--- src/rtl/calc_pkg.sv ---
// Shared definitions for the calculator's arithmetic blocks: default operand
// width, arbiter state encoding and sign-magnitude field helpers.
package calc_pkg;

  localparam int MAG_W_DEFAULT = 2;
  localparam int SM_MAX_W      = 16;

  typedef enum logic [1:0] {
    IDLE = 2'd0,
    CALC = 2'd1,
    RESP = 2'd2
  } arb_state_t;

  // Sign bit of a {sign, magnitude} value whose magnitude is mag_w bits wide.
  function automatic logic sm_sign(input logic [SM_MAX_W-1:0] v, input int mag_w);
    logic [SM_MAX_W-1:0] shifted;
    shifted = v >> mag_w;
    return shifted[0];
  endfunction

  function automatic logic [SM_MAX_W-1:0] sm_mag(input logic [SM_MAX_W-1:0] v, input int mag_w);
    return v & ((SM_MAX_W'(1) << mag_w) - SM_MAX_W'(1));
  endfunction

endpackage

--- src/rtl/sm_mul_core.sv ---
// Combinational sign-magnitude multiplier: full-width product, sign
// normalisation (no negative zero) and zero/negative flags.
module sm_mul_core
  import calc_pkg::*;
#(
  parameter int MAG_W = MAG_W_DEFAULT
) (
  input  logic [MAG_W:0]   i_a,
  input  logic [MAG_W:0]   i_b,
  output logic [2*MAG_W:0] o_result,
  output logic             o_zero,
  output logic             o_neg
);

  localparam int PW = 2 * MAG_W;

  logic             w_a_s;
  logic             w_b_s;
  logic [MAG_W-1:0] w_a_mag;
  logic [MAG_W-1:0] w_b_mag;
  logic [PW-1:0]    w_mag;
  logic             w_sign;

  always_comb begin
    w_a_s   = sm_sign(SM_MAX_W'(i_a), MAG_W);
    w_b_s   = sm_sign(SM_MAX_W'(i_b), MAG_W);
    w_a_mag = MAG_W'(sm_mag(SM_MAX_W'(i_a), MAG_W));
    w_b_mag = MAG_W'(sm_mag(SM_MAX_W'(i_b), MAG_W));
    w_mag   = PW'(w_a_mag) * PW'(w_b_mag);
    // A zero magnitude forces a positive sign, so -0 inputs collapse to +0.
    w_sign  = (w_a_s ^ w_b_s) & (w_mag != '0);
  end

  assign o_result = {w_sign, w_mag};
  assign o_zero   = (w_mag == '0);
  assign o_neg    = w_sign;

endmodule

--- src/rtl/mul_arbiter.sv ---
// Round-robin arbiter sharing one sign-magnitude multiplier between N_REQ
// requesters: accept operands, compute for one cycle, hold the response.
module mul_arbiter
  import calc_pkg::*;
#(
  parameter int N_REQ = 2,
  parameter int MAG_W = MAG_W_DEFAULT
) (
  input  logic                           clk,
  input  logic                           rst_n,
  input  logic [N_REQ-1:0]               req_valid,
  output logic [N_REQ-1:0]               req_ready,
  input  logic [N_REQ*(MAG_W+1)-1:0]     req_a,
  input  logic [N_REQ*(MAG_W+1)-1:0]     req_b,
  output logic [N_REQ-1:0]               rsp_valid,
  input  logic [N_REQ-1:0]               rsp_ready,
  output logic [2*MAG_W:0]               rsp_result,
  output logic                           rsp_zero,
  output logic                           rsp_neg,
  output logic                           busy,
  output logic [$clog2(N_REQ)-1:0]       grant_id
);

  localparam int ID_W  = $clog2(N_REQ);
  localparam int OP_W  = MAG_W + 1;
  localparam int RES_W = 2 * MAG_W + 1;

  arb_state_t       r_state;
  arb_state_t       w_next_state;
  logic [ID_W-1:0]  r_rr_ptr;
  logic [ID_W-1:0]  r_grant_id;
  logic [OP_W-1:0]  r_op_a;
  logic [OP_W-1:0]  r_op_b;
  logic [RES_W-1:0] r_result;
  logic             r_zero;
  logic             r_neg;

  logic             w_found;
  logic [ID_W-1:0]  w_grant;
  logic             w_accept;
  logic             w_rsp_done;
  logic [N_REQ-1:0] w_req_ready;
  logic [N_REQ-1:0] w_rsp_valid;
  logic [RES_W-1:0] w_core_result;
  logic             w_core_zero;
  logic             w_core_neg;

  // Search starts one past the last served requester, wrapping around.
  always_comb begin
    // NOTE: every always_comb output gets a default first so no path leaves it unassigned (no latch).
    w_found = 1'b0;
    w_grant = '0;
    for (int k = 1; k <= N_REQ; k++) begin
      if (!w_found && req_valid[(int'(r_rr_ptr) + k) % N_REQ]) begin
        w_found = 1'b1;
        w_grant = ID_W'((int'(r_rr_ptr) + k) % N_REQ);
      end
    end
  end

  assign w_accept   = (r_state == IDLE) && w_found;
  assign w_rsp_done = (r_state == RESP) && rsp_ready[r_grant_id];

  // req_ready is also forced low while reset is held, even with valids pending.
  always_comb begin
    w_req_ready = '0;
    w_rsp_valid = '0;
    if (w_accept && rst_n) w_req_ready[w_grant] = 1'b1;
    if (r_state == RESP)   w_rsp_valid[r_grant_id] = 1'b1;
  end

  always_comb begin
    w_next_state = r_state;
    unique case (r_state)
      IDLE:    if (w_accept)   w_next_state = CALC;
      CALC:                    w_next_state = RESP;
      RESP:    if (w_rsp_done) w_next_state = IDLE;
      default:                 w_next_state = IDLE;
    endcase
  end

  sm_mul_core #(.MAG_W(MAG_W)) u_core (
    .i_a      (r_op_a),
    .i_b      (r_op_b),
    .o_result (w_core_result),
    .o_zero   (w_core_zero),
    .o_neg    (w_core_neg)
  );

  // NOTE: state and datapath registers use non-blocking assignments so every flop samples pre-edge values.
  always_ff @(posedge clk or negedge rst_n) begin
    if (!rst_n) begin
      r_state <= IDLE;
    end else begin
      r_state <= w_next_state;
    end
  end

  // NOTE: all datapath registers are reset because their values are visible on outputs straight out of reset.
  always_ff @(posedge clk or negedge rst_n) begin
    if (!rst_n) begin
      r_rr_ptr   <= ID_W'(N_REQ - 1);
      r_grant_id <= '0;
      r_op_a     <= '0;
      r_op_b     <= '0;
      r_result   <= '0;
      r_zero     <= 1'b0;
      r_neg      <= 1'b0;
    end else begin
      if (w_accept) begin
        r_grant_id <= w_grant;
        r_op_a     <= req_a[int'(w_grant)*OP_W +: OP_W];
        r_op_b     <= req_b[int'(w_grant)*OP_W +: OP_W];
      end
      if (r_state == CALC) begin
        r_result <= w_core_result;
        r_zero   <= w_core_zero;
        r_neg    <= w_core_neg;
      end
      if (w_rsp_done) r_rr_ptr <= r_grant_id;
    end
  end

  assign req_ready  = w_req_ready;
  assign rsp_valid  = w_rsp_valid;
  assign rsp_result = r_result;
  assign rsp_zero   = r_zero;
  assign rsp_neg    = r_neg;
  assign busy       = (r_state != IDLE);
  assign grant_id   = r_grant_id;

endmodule
--- config.mk ---
export PLATFORM = sky130hd
export DESIGN_NAME = mul_arbiter
export DESIGN_NICKNAME = d
export VERILOG_FILES = /design/src/rtl/calc_pkg.sv /design/src/rtl/sm_mul_core.sv /design/src/rtl/mul_arbiter.sv
export SDC_FILE = /design/constraint.sdc
export NUM_CORES = 1
export LEC_CHECK = 0
export CAP_MARGIN = 20
export CORE_UTILIZATION = 38
export DETAILED_ROUTE_END_ITERATION = 8
export PLACE_DENSITY = 0.85
export SYNTH_ARGS = -nofsm -noshare
export SYNTH_HDL_FRONTEND = slang
export SYNTH_SLANG_ARGS = --single-unit
export TNS_END_PERCENT = 50
--- constraint.sdc ---
create_clock -name clk -period 1.34 [get_ports clk]
set_input_delay 0.268 -clock clk [delete_from_list [all_inputs] [get_ports clk]]
set_output_delay 0.268 -clock clk [all_outputs]
set_load 0.01 [all_outputs]
Yosys cells after proc, flatten, opt, wreduce, memory -nomap -nowiden
Cells that the tools add are included.

Register bits: 17. Bits in latches: 0. Bits in writable memories: 0. Memory bits (read-only): 0. Bits of input ports: 18. Output and inout bits: 13. Logic and storage cells: 61. Memories kept: 0.

$add $sub $neg: 2. $mul: 2. Div/mod/pow operators: 0. $lt $le $gt $ge: 6. Eq/ne operators: 4. Shifts and indexed selects: 2. Mux-type cells: 21. Bitwise logic cells: 4. Reductions and logical operators: 12.

Operators by type and width (count): $shiftx A6 B32 Y3 (1); $mux W1 (14); $mux W2 (4); $logic_and A1 B1 Y1 (6); $lt A2 B3 Y1 const B (2); $pmux W2 S3 (1); $shiftx A6 B4 Y3 (1); $logic_not A4 Y1 (1); $lt A1 B2 Y1 const B (2); $mul A2 B2 Y4 (1); $ne A2 B2 Y1 const B (2); $reduce_bool A4 Y1 (1); $mul A1 B2 Y3 const B (1); $add A1 B1 Y1 const B (2); $and A1 B1 Y1 const A (2); $demux W1 S1 (2); $eq A2 B1 Y1 const B (1); $eq A2 B2 Y1 const B (1); $ge A1 B1 Y1 const B (2); $logic_not A2 Y1 (1); $reduce_and A2 Y1 (1); $reduce_bool A2 Y1 (1); $and A1 B1 Y1 (1); $logic_not A1 Y1 (1); $xor A1 B1 Y1 (1).

Longest topological paths before layout
Depth in word-level cells: 14. Depth in mapped cells: 4. Gate-level depth less buffers: 4.

By module
A second synthesis with hierarchy kept.

Cell total of the unflattened synthesis: 70. Area, all modules: 879.6 um^2.

By module, submodules not included: mul_arbiter (times used 1, cells an instance 55, area an instance 778.2 um^2, sequential area each 426.7 um^2); sm_mul_core (times used 1, cells an instance 15, area an instance 101.3 um^2, sequential area each 0.0 um^2).

Least setup slack after synthesis
OpenSTA, ideal clock, no wires.

Kind: register to output. Start point: reg r_state[0]. End point: out req_ready[0]. Data arrival time: 1.082 ns. Required time: 1.072 ns. Setup slack: -0.010 ns. Stages on the path, launching flop included: 4. Buffers on the path: 0. Cells stage by stage: dfrtp_1 > nor2_1 > o21ai_2 > nor3b_1.

Longest elaborated chain between the ends: 4.

RTL lines: start: declaration (line mul_arbiter.sv:28) `arb_state_t r_state;`; start signal: assignment (line mul_arbiter.sv:95) `r_state <= w_next_state;`; $logic_not A2 Y1 (line mul_arbiter.sv:61) `assign w_accept = (r_state == IDLE) && w_found;`; $logic_and A1 B1 Y1 (line mul_arbiter.sv:61); $logic_and A1 B1 Y1 (line mul_arbiter.sv:68) `if (w_accept && rst_n) w_req_ready[w_grant] = 1'b1;`; $mux W2 (line mul_arbiter.sv:68); end: declaration (line mul_arbiter.sv:12) `output logic [N_REQ-1:0] req_ready,`.

No other way between the ends.

Worst setup path after layout
Start point: reg r_state[0]. End point: out req_ready[1].

The elaborated chain is that of the path after synthesis.

==> results.md <==
* Status: finished, violations left
* Failing checks: negative setup slack
* Dpl hpwl at 1.41 mm
* CTS Buf Count at 3
* Initial DRT Pass Iterations at 4
* Initial antenna violation count at 0
* Final WS setup at -0.178 ns
* Seq cells post-synth at 16
* Synth Area in Compound Gates at 0.0880
* Synth-to-Final Area Change at 67.6%
* H-tree levels at 1
* Post-synthesis xor/xnor area fraction at 0.0108
* Cell Rows at 16
* Fmax at 0.659 GHz
* Largest net degree at the start of global routing at 17
* Drt via density at 4.87
* Synth Area in Simple Gates at 0.110
* Net Count, Synth at 84
* Ant diodes at 0
* Avg Inst Size Synth at 12.7 µm²
* Mux contribution to synthesized area at 0.241
* Max cap viols at 0
* Most frequent cells in the layout: 15 x dfrtp_1, 15 x clkdlybuf4s50_1, 14 x buf_4
* Critical path class: flop to primary output
* Die width at 48.2 µm
* Pleak at 0.665 nW
* Share of cells above drive strength 1 at 0.518
* CTS Root Cell: clkbuf_4
* Overall Power at 2.77 mW
* Peak VDD IR at 0.00136 V
* Clock Sinks at 16
* Vias at 687
* Largest family of logic cells by synthesized area: multiplexers
* Cells on worst reg2reg path at 4
* Main synth FF type: dfrtp_1
* Clock latency on the worst-skew pair at 0.28 ns
* Clock Skews at 0.00740 ns
* # IOs at 31
* Non-Filler Instances at 141
* Final setup fails at 13
* Port Buffers at 30
* Post-Synthesis Cell Area at 811 µm²
* Multi-input logic area at 464 µm²
* Fin crit period at 1.52 ns
* GRT overflow at 0
* Die Area at 2320 µm²
* Crit start category: flop
* Hold Crit Class: primary input to asynchronous set/reset pin
* Routed len/inst at 13.1 µm
* Seq/Total Area, Yosys at 0.495
* Initial Utilization at 0.409
* Worst-path fanout max at 3
* Maximum root-to-sink buffer count at 2
* Routed WL at 1.85 mm
* Post-route ant nets at 0
* Nets@finish at 135
* Placer Congestion at 0.780
* WHS at 0.387 ns
* TritonCTS clock tree: yes
* Crit share post-route at 1.13
* RSZ-0062 raised after global routing: true
* Adder-cell share of the synthesized area at 0.0309
* Fraction of registers with async set/reset at 1.00
* Worst path required time at 1.07 ns
* GR Util All Layers at 0.195
* YS warnings at 0
* Post-synth EDFFs at 0
* Final hold viol count at 0
* Register Area at 402 µm²
* Placed insts at 133
* Crit. End Element: primary output
* Die Y at 48.2 µm
* DRC at 0
* Netlist cell types at 24
* Crit path arrival time at 1.25 ns
* Syn Inst Count at 64
* Core Area at 1980 µm²
* Fin. max-slew vios at 0
* First-pass GRT wire length at 3.00 mm
* Vias in the first global route at 696
* CTS clk-pin slew, worst paths at 0.09 ns
* P per Cell Area at 2040 nW/µm²
* # fillers at 140
* Worst Tran Pin Value at 0.209 ns
* Max-slew headroom at 0.860
* DR iter-0 viols at 2
[flip-flops by register name, summed over array words and instances, names as in the netlist]
register / flops
rsp_result: 5
r_op_a: 3
r_op_b: 3
r_state: 2
grant_id: 1
r_rr_ptr: 1
rsp_zero: 1
[metal layers]
metal  track usage  wire length, µm  vias to the layer above
li1              -                -                      326
met1         0.231              689                      326
met2         0.331             1030                       29
met4        0.0889               51                        0
met5             0                0                        -
met3        0.0519               79                        6
[final timing paths]
path                          startpoint             to  slack, ns
min in group clk           rsp_result[1]  rsp_result[1]       0.51
min                                rst_n      r_op_a[1]       0.39
max in group asynchronous          rst_n       r_rr_ptr       0.70
max                           r_state[0]   req_ready[1]      -0.18
min reg2reg                rsp_result[1]  rsp_result[1]       0.51
max reg2reg                     r_rr_ptr      r_op_b[2]      -0.11
[area by class of cell]
class,count,area share
timing repair buffer,48,0.313
clock buffer,4,0.0193
sequential,16,0.296
inverter,2,0.00552
tap,27,0.0249
multi-input combinational,44,0.342
[synth_stat cells, types with 2 or more instances]
library cell | count | share of area
ha_1 | 2 | 0.031
inv_1 | 2 | 0.0093
nand2_1 | 4 | 0.019
nand2b_1 | 2 | 0.015
nor3b_1 | 2 | 0.019
o21ai_0 | 2 | 0.012
nor2_1 | 2 | 0.0093
and2_1 | 4 | 0.031
mux2_1 | 5 | 0.069
mux2_2 | 11 | 0.15
dfrtp_1 | 15 | 0.46
[where the power goes]
part	internal [mW]	switching, mW
Combinational	0.994	0.653
Clock	0.115	0.145
Sequential	0.712	0.151
Total	1.82	0.949
[cells by family after synthesis]
group / Yosys count
AND/OR/NAND/NOR: 16
AO/OA/AOI/OAI: 8
XOR/XNOR: 1
multiplexers: 17
buffers and inverters: 4
adder cells (fa/ha/maj): 2
flip-flops: 16
[worst max-delay path, stage by stage (launching register included)]
cell and delay [ns]:
dfrtp_1 0.41, nor2_2 0.16, buf_6 0.13, and3_4 0.18
buf_6 0.09
[repair_timing]
item | 4_1_cts | 5_1_grt
gates resized for setup | 46 | 9
buffers inserted | 2 | 2
hold buffers | 0 | 0
cloned | 0 | 0
setup endpoints to repair | 22 | 14
endpoints found under the hold margin | 0 | 0
pin swaps | 5 | 5
[stage by stage]
step                      worst slack, ns  area (µm²)  TNS, ns  utilization
after floorplan                    0.0135         816        0            -
after global placement             -0.588        1240    -4.74        0.627
after detailed placement           -0.631        1240    -5.32        0.627
after CTS                          -0.197        1310    -1.53        0.658
after global routing               -0.247        1360    -2.03        0.686
final                              -0.178        1360    -1.28        0.686
Power figures use the tool's default switching activity.
